[config.mk]
export PLATFORM = sky130hd
export DESIGN_NAME = serial_adder_flat
export DESIGN_NICKNAME = d
export VERILOG_FILES = /design/src/rtl/serial_adder_if.sv /design/src/rtl/serial_adder.sv /design/src/flat_wrapper.sv
export SDC_FILE = /design/constraint.sdc
export NUM_CORES = 1
export LEC_CHECK = 0
export CORE_ASPECT_RATIO = 1.1
export CORE_UTILIZATION = 48
export DETAILED_ROUTE_END_ITERATION = 10
export PLACE_DENSITY_LB_ADDON = 0.05
export SLEW_MARGIN = 20
export SYNTH_ARGS = -nofsm -noshare
export SYNTH_HDL_FRONTEND = slang
export SYNTH_SLANG_ARGS = --single-unit
export TNS_END_PERCENT = 20
[constraint.sdc]
create_clock -name clk -period 1.9 [get_ports clk]
set_clock_uncertainty 0.15 [all_clocks]
set_input_delay 0.38 -clock clk [delete_from_list [all_inputs] [get_ports clk]]
set_output_delay 0.38 -clock clk [all_outputs]
set_load 0.05 [all_outputs]
[src/rtl/serial_adder_if.sv]
// serial_adder_if: operand/result bundle for serial_adder.
// The sub signal exists only when SERIAL_ADDER_SUB_EN is defined.
interface serial_adder_if #(
    parameter int WIDTH = 8
);
    logic             start;
    logic [WIDTH-1:0] a;
    logic [WIDTH-1:0] b;
    logic             cin;
`ifdef SERIAL_ADDER_SUB_EN
    logic             sub;
`endif
    logic             busy;
    logic             done;
    logic [WIDTH-1:0] sum;
    logic             cout;
    logic             overflow;

    // Requester side: issues operands, observes status and result.
    modport master (
`ifdef SERIAL_ADDER_SUB_EN
        output sub,
`endif
        output start, a, b, cin,
        input  busy, done, sum, cout, overflow
    );

    // Adder side.
    modport slave (
`ifdef SERIAL_ADDER_SUB_EN
        input  sub,
`endif
        input  start, a, b, cin,
        output busy, done, sum, cout, overflow
    );
endinterface

[src/rtl/serial_adder.sv]
// serial_adder: multi-cycle adder that ripples DIGIT bits per clock through a
// registered carry. WIDTH/DIGIT clocks per operation, one-cycle done pulse,
// result (sum, cout, signed overflow) held until the next completion.
// Optional feature macro: SERIAL_ADDER_SUB_EN adds the sub input, which turns
// the operation into a - b computed as a + ~b + 1.
module serial_adder #(
    parameter int WIDTH = 8,
    parameter int DIGIT = 1
) (
    input  logic          clk,
    input  logic          rst,
    serial_adder_if.slave bus
);

    localparam int N     = WIDTH / DIGIT;
    localparam int CNT_W = (N > 1) ? $clog2(N) : 1;
    localparam logic [CNT_W-1:0] LAST = CNT_W'(N - 1);

    if (WIDTH < 1 || DIGIT < 1 || DIGIT > WIDTH || (WIDTH % DIGIT) != 0) begin : g_param_check
        $error("serial_adder: DIGIT must lie in 1..WIDTH and divide WIDTH evenly");
    end

    typedef enum logic [1:0] {
        S_IDLE = 2'd0,
        S_RUN  = 2'd1,
        S_DONE = 2'd2
    } state_t;

    state_t state;
    state_t state_nxt;

    logic             accept;
    logic             step;
    logic             last;
    logic             busy_c;
    logic             done_c;

    logic [CNT_W-1:0] cnt;

    // acc starts as operand A and fills with sum digits from the top as A's
    // digits are consumed from the bottom, so one register serves both roles.
    logic [WIDTH-1:0] acc;
    logic [WIDTH-1:0] acc_nxt;
    logic [WIDTH-1:0] b_sh;
    logic [WIDTH-1:0] b_nxt;
    logic             carry;

    logic [WIDTH-1:0] b_load;
    logic             cin_load;

    logic [DIGIT:0]   c;
    logic [DIGIT-1:0] dsum;

    logic [WIDTH-1:0] sum_q;
    logic             cout_q;
    logic             ovf_q;

    assign last = (cnt == LAST);

    // Operand conditioning at capture: subtraction inverts B and forces carry-in.
    always_comb begin
`ifdef SERIAL_ADDER_SUB_EN
        b_load   = bus.sub ? ~bus.b : bus.b;
        cin_load = bus.sub ? 1'b1 : bus.cin;
`else
        b_load   = bus.b;
        cin_load = bus.cin;
`endif
    end

    // DIGIT chained full-adder slices on the current low digit of A and B.
    always_comb begin
        c    = '0;
        dsum = '0;
        c[0] = carry;
        for (int i = 0; i < DIGIT; i++) begin
            dsum[i]  = acc[i] ^ b_sh[i] ^ c[i];
            c[i + 1] = (acc[i] & b_sh[i]) | (c[i] & (acc[i] ^ b_sh[i]));
        end
    end

    if (DIGIT < WIDTH) begin : g_multi_digit
        assign acc_nxt = {dsum, acc[WIDTH-1:DIGIT]};
        assign b_nxt   = {{DIGIT{1'b0}}, b_sh[WIDTH-1:DIGIT]};
    end else begin : g_single_digit
        assign acc_nxt = dsum;
        assign b_nxt   = '0;
    end

    // State register.
    always_ff @(posedge clk) begin
        if (rst) begin
            state <= S_IDLE;
        end else begin
            state <= state_nxt;
        end
    end

    // Next-state and control decode; start is honoured only in IDLE or DONE.
    always_comb begin
        state_nxt = state;
        accept    = 1'b0;
        step      = 1'b0;
        busy_c    = 1'b0;
        done_c    = 1'b0;
        case (state)
            S_IDLE: begin
                if (bus.start) begin
                    accept    = 1'b1;
                    state_nxt = S_RUN;
                end
            end
            S_RUN: begin
                busy_c = 1'b1;
                step   = 1'b1;
                if (last) begin
                    state_nxt = S_DONE;
                end
            end
            S_DONE: begin
                done_c = 1'b1;
                if (bus.start) begin
                    accept    = 1'b1;
                    state_nxt = S_RUN;
                end else begin
                    state_nxt = S_IDLE;
                end
            end
            default: begin
                state_nxt = S_IDLE;
            end
        endcase
    end

    // Digit counter: cleared on capture, advances once per processed digit.
    always_ff @(posedge clk) begin
        if (rst) begin
            cnt <= '0;
        end else if (accept) begin
            cnt <= '0;
        end else if (step) begin
            cnt <= last ? '0 : cnt + CNT_W'(1);
        end
    end

    // Working operands and carry; only meaningful while RUN, so no reset.
    always_ff @(posedge clk) begin
        if (accept) begin
            acc   <= bus.a;
            b_sh  <= b_load;
            carry <= cin_load;
        end else if (step) begin
            acc   <= acc_nxt;
            b_sh  <= b_nxt;
            carry <= c[DIGIT];
        end
    end

    // Result registers update only on the final digit; an aborted run leaves
    // them at their reset value.
    always_ff @(posedge clk) begin
        if (rst) begin
            sum_q  <= '0;
            cout_q <= 1'b0;
            ovf_q  <= 1'b0;
        end else if (step && last) begin
            sum_q  <= acc_nxt;
            cout_q <= c[DIGIT];
            ovf_q  <= c[DIGIT] ^ c[DIGIT-1];
        end
    end

    assign bus.busy     = busy_c;
    assign bus.done     = done_c;
    assign bus.sum      = sum_q;
    assign bus.cout     = cout_q;
    assign bus.overflow = ovf_q;

endmodule

[src/flat_wrapper.sv]
// flat-port wrapper written by rule: the top's interface ports become plain ports
module serial_adder_flat 
#(
    parameter int WIDTH = 8,
    parameter int DIGIT = 1
)
  (clk, rst, bus_start, bus_a, bus_b, bus_cin, bus_busy, bus_done, bus_sum, bus_cout, bus_overflow);
  serial_adder_if #(.WIDTH(WIDTH)) bus_i ();
  input  logic clk;
  input  logic rst;
  input wire logic [$bits(bus_i.start)-1:0] bus_start;
  input wire logic [$bits(bus_i.a)-1:0] bus_a;
  input wire logic [$bits(bus_i.b)-1:0] bus_b;
  input wire logic [$bits(bus_i.cin)-1:0] bus_cin;
  output wire logic [$bits(bus_i.busy)-1:0] bus_busy;
  output wire logic [$bits(bus_i.done)-1:0] bus_done;
  output wire logic [$bits(bus_i.sum)-1:0] bus_sum;
  output wire logic [$bits(bus_i.cout)-1:0] bus_cout;
  output wire logic [$bits(bus_i.overflow)-1:0] bus_overflow;
  assign bus_i.start = bus_start;
  assign bus_i.a = bus_a;
  assign bus_i.b = bus_b;
  assign bus_i.cin = bus_cin;
  assign bus_busy = bus_i.busy;
  assign bus_done = bus_i.done;
  assign bus_sum = bus_i.sum;
  assign bus_cout = bus_i.cout;
  assign bus_overflow = bus_i.overflow;
  serial_adder #(.WIDTH(WIDTH), .DIGIT(DIGIT)) u_core (.clk(clk), .rst(rst), .bus(bus_i));
endmodule
==> results of run 1 <==
[cell usage after synthesis]
| library cell | instances |
|---|---|
| edfxtp_1 | 17 |
| nand2b_1 | 2 |
| and2_1 | 1 |
| nor3_1 | 3 |
| nand2_1 | 67 |
| inv_1 | 1 |
| mux2i_1 | 2 |
| ha_1 | 3 |
| clkbuf_1 | 1 |
| xnor2_1 | 1 |
| o21a_1 | 1 |
| nor3b_1 | 1 |
| nor4bb_1 | 1 |
| nor2b_1 | 2 |
| dfxtp_1 | 15 |
| a21oi_1 | 10 |
| buf_2 | 3 |
| nor2_1 | 3 |
| and3b_1 | 1 |
| nand3b_1 | 1 |
| buf_4 | 3 |
| fa_1 | 1 |
| a211oi_1 | 1 |
[worst register-to-register path, stage by stage (launching register included)]
cell      delay, ns
dfxtp_1        0.36
ha_1           0.19
ha_1           0.19
and3b_1        0.40
nor2_1         0.07
a211oi_1       0.22
[cells by family (layout without fill, tap and decap cells)]
group | count (synthesis) | after routing | share of synthesized area, %
mux | 2 | 2 | 1.48
fa+ha+maj | 4 | 4 | 4.26
flops | 32 | 32 | 60.1
compound gates | 12 | 12 | 4.82
xor+xnor | 1 | 1 | 0.649
buf+inv | 8 | 46 | 3.34
simple gates | 82 | 82 | 25.4
[routing by layer]
metal	vias to the layer above	GRT usage [%]	part of all wire, %
met2	36	28.0	45
met3	6	8.40	6.4
met4	0	9.02	2.1
met1	495	24.1	47
li1	534	-	-
met5	-	0	0
[how the worst max path moves through the flow]
stage	slack [ns]	cells past startpoint	to	from
global placement	0.24	4	u_core.b_sh[7]$_SDFFCE_PN0P_	bus_start
detailed placement	0.22	4	u_core.b_sh[7]$_SDFFCE_PN0P_	bus_start
CTS	0.19	3	bus_busy	u_core.state[0]$_SDFFE_PP0P_
finish	0.19	3	bus_busy	u_core.state[0]$_SDFFE_PP0P_
floorplan	0.22	4	u_core.acc[0]$_DFFE_PP_	u_core.state[0]$_SDFFE_PP0P_
global route	0.06	5	u_core.bus.overflow$_SDFFE_PP0P_	u_core.cnt[0]$_SDFFE_PP0N_
[flip-flops by register name, indices dropped and copies added, names as in the netlist]
name	flops
u_core.bus.overflow	1
u_core.carry	1
u_core.b_sh	8
u_core.bus.sum	8
u_core.bus.cout	1
u_core.state	2
u_core.cnt	3
u_core.acc	8
[cell type report]
type	instances	area [µm²]
Clock buffer	7	45.0
Sequential cell	32	811
Fill cell	233	832
Inverter	1	3.75
Multi-Input combinational cell	101	494
Clock inverter	1	3.75
Timing Repair Buffer	37	363
Tap cell	31	38.8
[metrics by stage]
step	hold slack [ns]	total power, mW	setup WS (ns)	cell area, µm²	util (%)
global placement	0.293	1.05	0.243	1710	66.0
CTS	0.312	1.41	0.187	1760	67.9
finish	0.311	1.40	0.192	1760	67.9
global route	0.339	1.46	0.0633	1760	67.9
detailed placement	0.299	1.05	0.219	1710	66.0
floorplan	0.303	0.956	0.218	1350	-
[power breakdown]
part	switching, mW	internal, mW
logic	0.102	0.104
clock network	0.219	0.142
registers	0.0287	0.803
total	0.350	1.05
==> metrics, run 1 <==
run status=finished, final reports clean; RSZ-0062 raised after global routing=false; Clock transition at path regs=about 0.090 ns; required time of the worst setup path=roughly 1.4 ns; Leakage Power=around 0.76 nW; CP startpoint kind=flip-flop; Reg-to-Reg Start=u_core.cnt[0]$_SDFFE_PP0N_; CP max FO=7; Via density=between 5 and 6; slew at the pin with the worst max-slew slack=between 0.5 and 0.6 ns; most frequent cells in the layout=nand2_1, clkdlybuf4s50_1, edfxtp_1; slew margin rel.=63.6%; final cell count without fillers=210; CP top delay family=flip-flops; setup_tns=0 ns; height of the die=slightly below 60 µm; CTS tree=done; Core Region=approximately 2600 µm²; Pins Over Slew Limit=0; Synth area leaders=edfxtp_1, dfxtp_1, nand2_1; top-level I/O count=32; WL final=2550 µm; hold path start=u_core.bus.cout$_SDFFE_PP0P_; Hold Path Cell Cnt=2; GP Congestion=around 0.73; CP max-delay cell=dfxtp_1; hold_buf cts=0; Port Buffers=31; first-pass GRT wire length=roughly 4000 µm; crit path cell chain=nand2b_1 -> inv_1 -> buf_12; mapped cell area=1350 µm²; Syn. warnings=0; largest net degree at the start of global routing=18; row count=19; initial core utilization=a little over half; DR pass1 iterations=4; Ant. Diodes=0; # DRC=0; Area growth syn-to-layout=30.3%; vias in the first global route=about 900; drt wl/cell=12.1 µm; r2r setup slk=0.23 ns; hold crit path type=reg2reg; CP max stage delay=roughly 0.44 ns; H-tree levels=2; layout cell share with drive strength beyond 1=between 10% and 20%; DRT iter0 DRCs=27; Overflow after GRT=0; Mean Syn Cell Area=9.57 µm²; Synth Register Bits=32; CP endpoint kind=output pin; Tmin final=around 1.7 ns; Hold Violations, Final=0; R2R Path End=u_core.bus.overflow$_SDFFE_PP0P_; antenna-violating nets left=0; Cell Pwr Density=about 800 nW/µm²; distinct cell type count after synthesis=23; max_cap viols=0; total number of vias=about 1,100; Tot GR Track Use=a little under a fifth; setup violators final=0; clk_lat worst skew=between 0.3 and 0.4 ns; worst path buffer plus inverter count=2; crit path DAT=approximately 1.2 ns; period utilisation layout=89.9%; Achievable Freq=around 0.6 GHz; Post-CTS Setup Bufs=0; post-CTS resize count=0; Worst R2R Path Depth=5; Seq/Total Area, Yosys=between 60% and 70%; cells after synthesis=141; clk root buf=clkbuf_4; total CTS buffers=5; DP HPWL=1800 µm; peak supply drop=roughly 700 µV; Final Net Count=approximately 200; largest area contributor in the netlist=edfxtp_1; placed cell count=between 200 and 250; clock tree buffer depth=2; Sink Count=32; Die X=between 50 and 60 µm; Hold Path Sink=u_core.bus.cout$_SDFFE_PP0P_; WS Path Type=reg2out; Die Area=3030 µm²; most common cell after layout, fill and taps aside=nand2_1; antenna violations before repair=0; post-synth net total=165; top-area cell type share of the netlist area=37.8%
Power figures use the tool's default switching activity.
==> inputs of run 2 (changes only) <==
--- a/config.mk
+++ b/config.mk
@@ -6,7 +6,7 @@
 export NUM_CORES = 1
 export LEC_CHECK = 0
 export CORE_ASPECT_RATIO = 1.1
-export CORE_UTILIZATION = 48
+export CORE_UTILIZATION = 43
 export DETAILED_ROUTE_END_ITERATION = 10
 export PLACE_DENSITY_LB_ADDON = 0.05
 export SLEW_MARGIN = 20
==> constraint.sdc (replaced) <==
create_clock -name clk -period 1.55 [get_ports clk]
set_clock_uncertainty 0.15 [all_clocks]
set_input_delay 0.31 -clock clk [delete_from_list [all_inputs] [get_ports clk]]
set_output_delay 0.31 -clock clk [all_outputs]
set_load 0.05 [all_outputs]
==> run 2 against run 1 <==
Compared with the run above:
- clock power rose by 23%
- cell count rose by 2.9%
- worst setup slack got worse by 0.14 ns
- first-iteration DRC count fell by 37%
- non-clock buffer count rose by 4
- power rose by 24%
==> metrics, run 2 (synthesis results as in run 1) <==
Achievable Freq=0.666 GHz; total CTS buffers=5; antenna-violating nets left=0; most frequent cells in the layout=nand2_1, clkdlybuf4s50_1, edfxtp_1; largest net degree at the start of global routing=18; slew margin rel.=84.2%; Tot GR Track Use=roughly 17%; DRT iter0 DRCs=17; hold path start=u_core.bus.sum[5]$_SDFFE_PP0P_; sequential share of power=between 50% and 60%; first-pass GRT wire length=approximately 4400 µm; CP max FO=5; final cell count without fillers=216; Port Buffers=31; # DRC=0; top-level I/O count=32; CP endpoint kind=output pin; WL final=~2600 µm; Pins Over Slew Limit=0; Sink Count=32; Via density=roughly 4.9; combinational cell fraction of total power=15.8%; Overflow after GRT=0; Core Region=2880 µm²; max_cap viols=0; hold_buf cts=0; Hold Path Cell Cnt=2; Tmin final=around 1.5 ns; placed cell count=roughly 210; switching power=between 400 and 500 µW; vias in the first global route=981; H-tree levels=2; layout cell share with drive strength beyond 1=21.9%; Hold Path Sink=u_core.bus.sum[5]$_SDFFE_PP0P_; clk root buf=clkbuf_4; clk_lat worst skew=0.33 ns; CTS tree=done; Hold Violations, Final=0; WS Path Type=reg2out; hold crit path type=reg2reg; total number of vias=1,067; Ant. Diodes=0; CP startpoint kind=flip-flop; initial core utilization=between 40% and 50%; Cell Pwr Density=880 nW/µm²; fillers=around 230; Setup WS pre-CTS=-0.0584 ns; r2r setup slk=around 0.06 ns; height of the die=between 60 and 70 µm; R2R Path End=u_core.bus.overflow$_SDFFE_PP0P_; Worst R2R Path Depth=3; DP HPWL=1920 µm; most common cell after layout, fill and taps aside=nand2_1; Internal Power=1.30 mW; setup ws final=slightly below 0.05 ns; period utilisation layout=96.9%; Area growth syn-to-layout=46.5%; Die X=between 50 and 60 µm; DR pass1 iterations=4; Clock transition at path regs=roughly 0.10 ns; drt wl/cell=12.1 µm; clock share of power=between 20% and 30%; setup violators final=0; Reg-to-Reg Start=u_core.carry$_DFFE_PP_; Leakage Power=approximately 0.81 nW; antenna violations before repair=0; Sw Share=about 26%; clock tree buffer depth=2; GP Congestion=~0.73; run status=finished, final reports clean; Final Net Count=206; slew at the pin with the worst max-slew slack=~0.23 ns; crit path DAT=around 1.0 ns; Die Area=around 3400 µm²; required time of the worst setup path=approximately 1.1 ns; peak supply drop=626 µV; row count=20
[run 2: cell count changes in the layout (fill, tap and decap cells not counted), sizes merged]
cell    change
buf         +4
clkbuf      -2
clkinv      +2
[run 2: layout make-up]
class	instances	area (µm²)	area share, %
Sequential cell	32	820	41.4
Timing Repair Buffer	41	547	27.6
Multi-Input combinational cell	101	515	26.1
Tap cell	33	41.3	2.09
Clock buffer	5	37.5	1.90
Clock inverter	3	13.8	0.696
Inverter	1	3.75	0.190
[run 2: power by group through the flow]
stage               sequential, mW  clock, mW  combinational (mW)
floorplan                     1.03          0               0.146
global placement              1.04          0               0.263
detailed placement            1.04          0               0.270
CTS                           1.02      0.459               0.275
global route                  1.03      0.491               0.306
finish                        1.02      0.445               0.275
[run 2: metal layers]
layer	GRT usage, %	vias to the layer above	share of wire [%]
met4	7.50	0	1.6
met5	0	-	0
li1	-	542	-
met2	29.3	28	47
met3	6.18	6	5.5
met1	20.9	491	46
[run 2: critical path, cell delays in order, from the launching register on]
cell and delay (ns):
dfxtp_4 0.36, nand2b_4 0.15, inv_2 0.07, buf_12 0.13
[run 2: repair_timing]
item,CTS,global route
pin swaps,0,1
buffers inserted,0,2
gates resized for setup,5,8
setup endpoints to repair,3,13
[run 2: stage by stage]
stage | utilization [%] | total power, mW | hold WS [ns] | setup TNS (ns) | area [µm²]
finish | 68.7 | 1.74 | 0.349 | 0 | 1980
global route | 68.7 | 1.82 | 0.373 | -0.00118 | 1980
CTS | 67.7 | 1.76 | 0.352 | 0 | 1950
detailed placement | 65.3 | 1.31 | 0.335 | -1.58 | 1880
global placement | 65.3 | 1.30 | 0.328 | -1.04 | 1880
floorplan | - | 1.17 | 0.233 | 0 | 1350
[run 2: how the worst max path moves through the flow]
stage | from | to | slack (ns) | cells after the start
final | u_core.state[1]$_SDFFE_PP0P_ | bus_busy | 0.05 | 3
after CTS | u_core.cnt[0]$_SDFFE_PP0N_ | u_core.bus.sum[7]$_SDFFE_PP0P_ | 0.007 | 5
after floorplan | u_core.state[1]$_SDFFE_PP0P_ | bus_done | 0.03 | 1
after detailed placement | bus_start | u_core.acc[4]$_DFFE_PP_ | -0.06 | 4
after global placement | bus_start | u_core.acc[6]$_DFFE_PP_ | -0.04 | 4
after global routing | u_core.cnt[0]$_SDFFE_PP0N_ | u_core.bus.sum[1]$_SDFFE_PP0P_ | -0.001 | 6
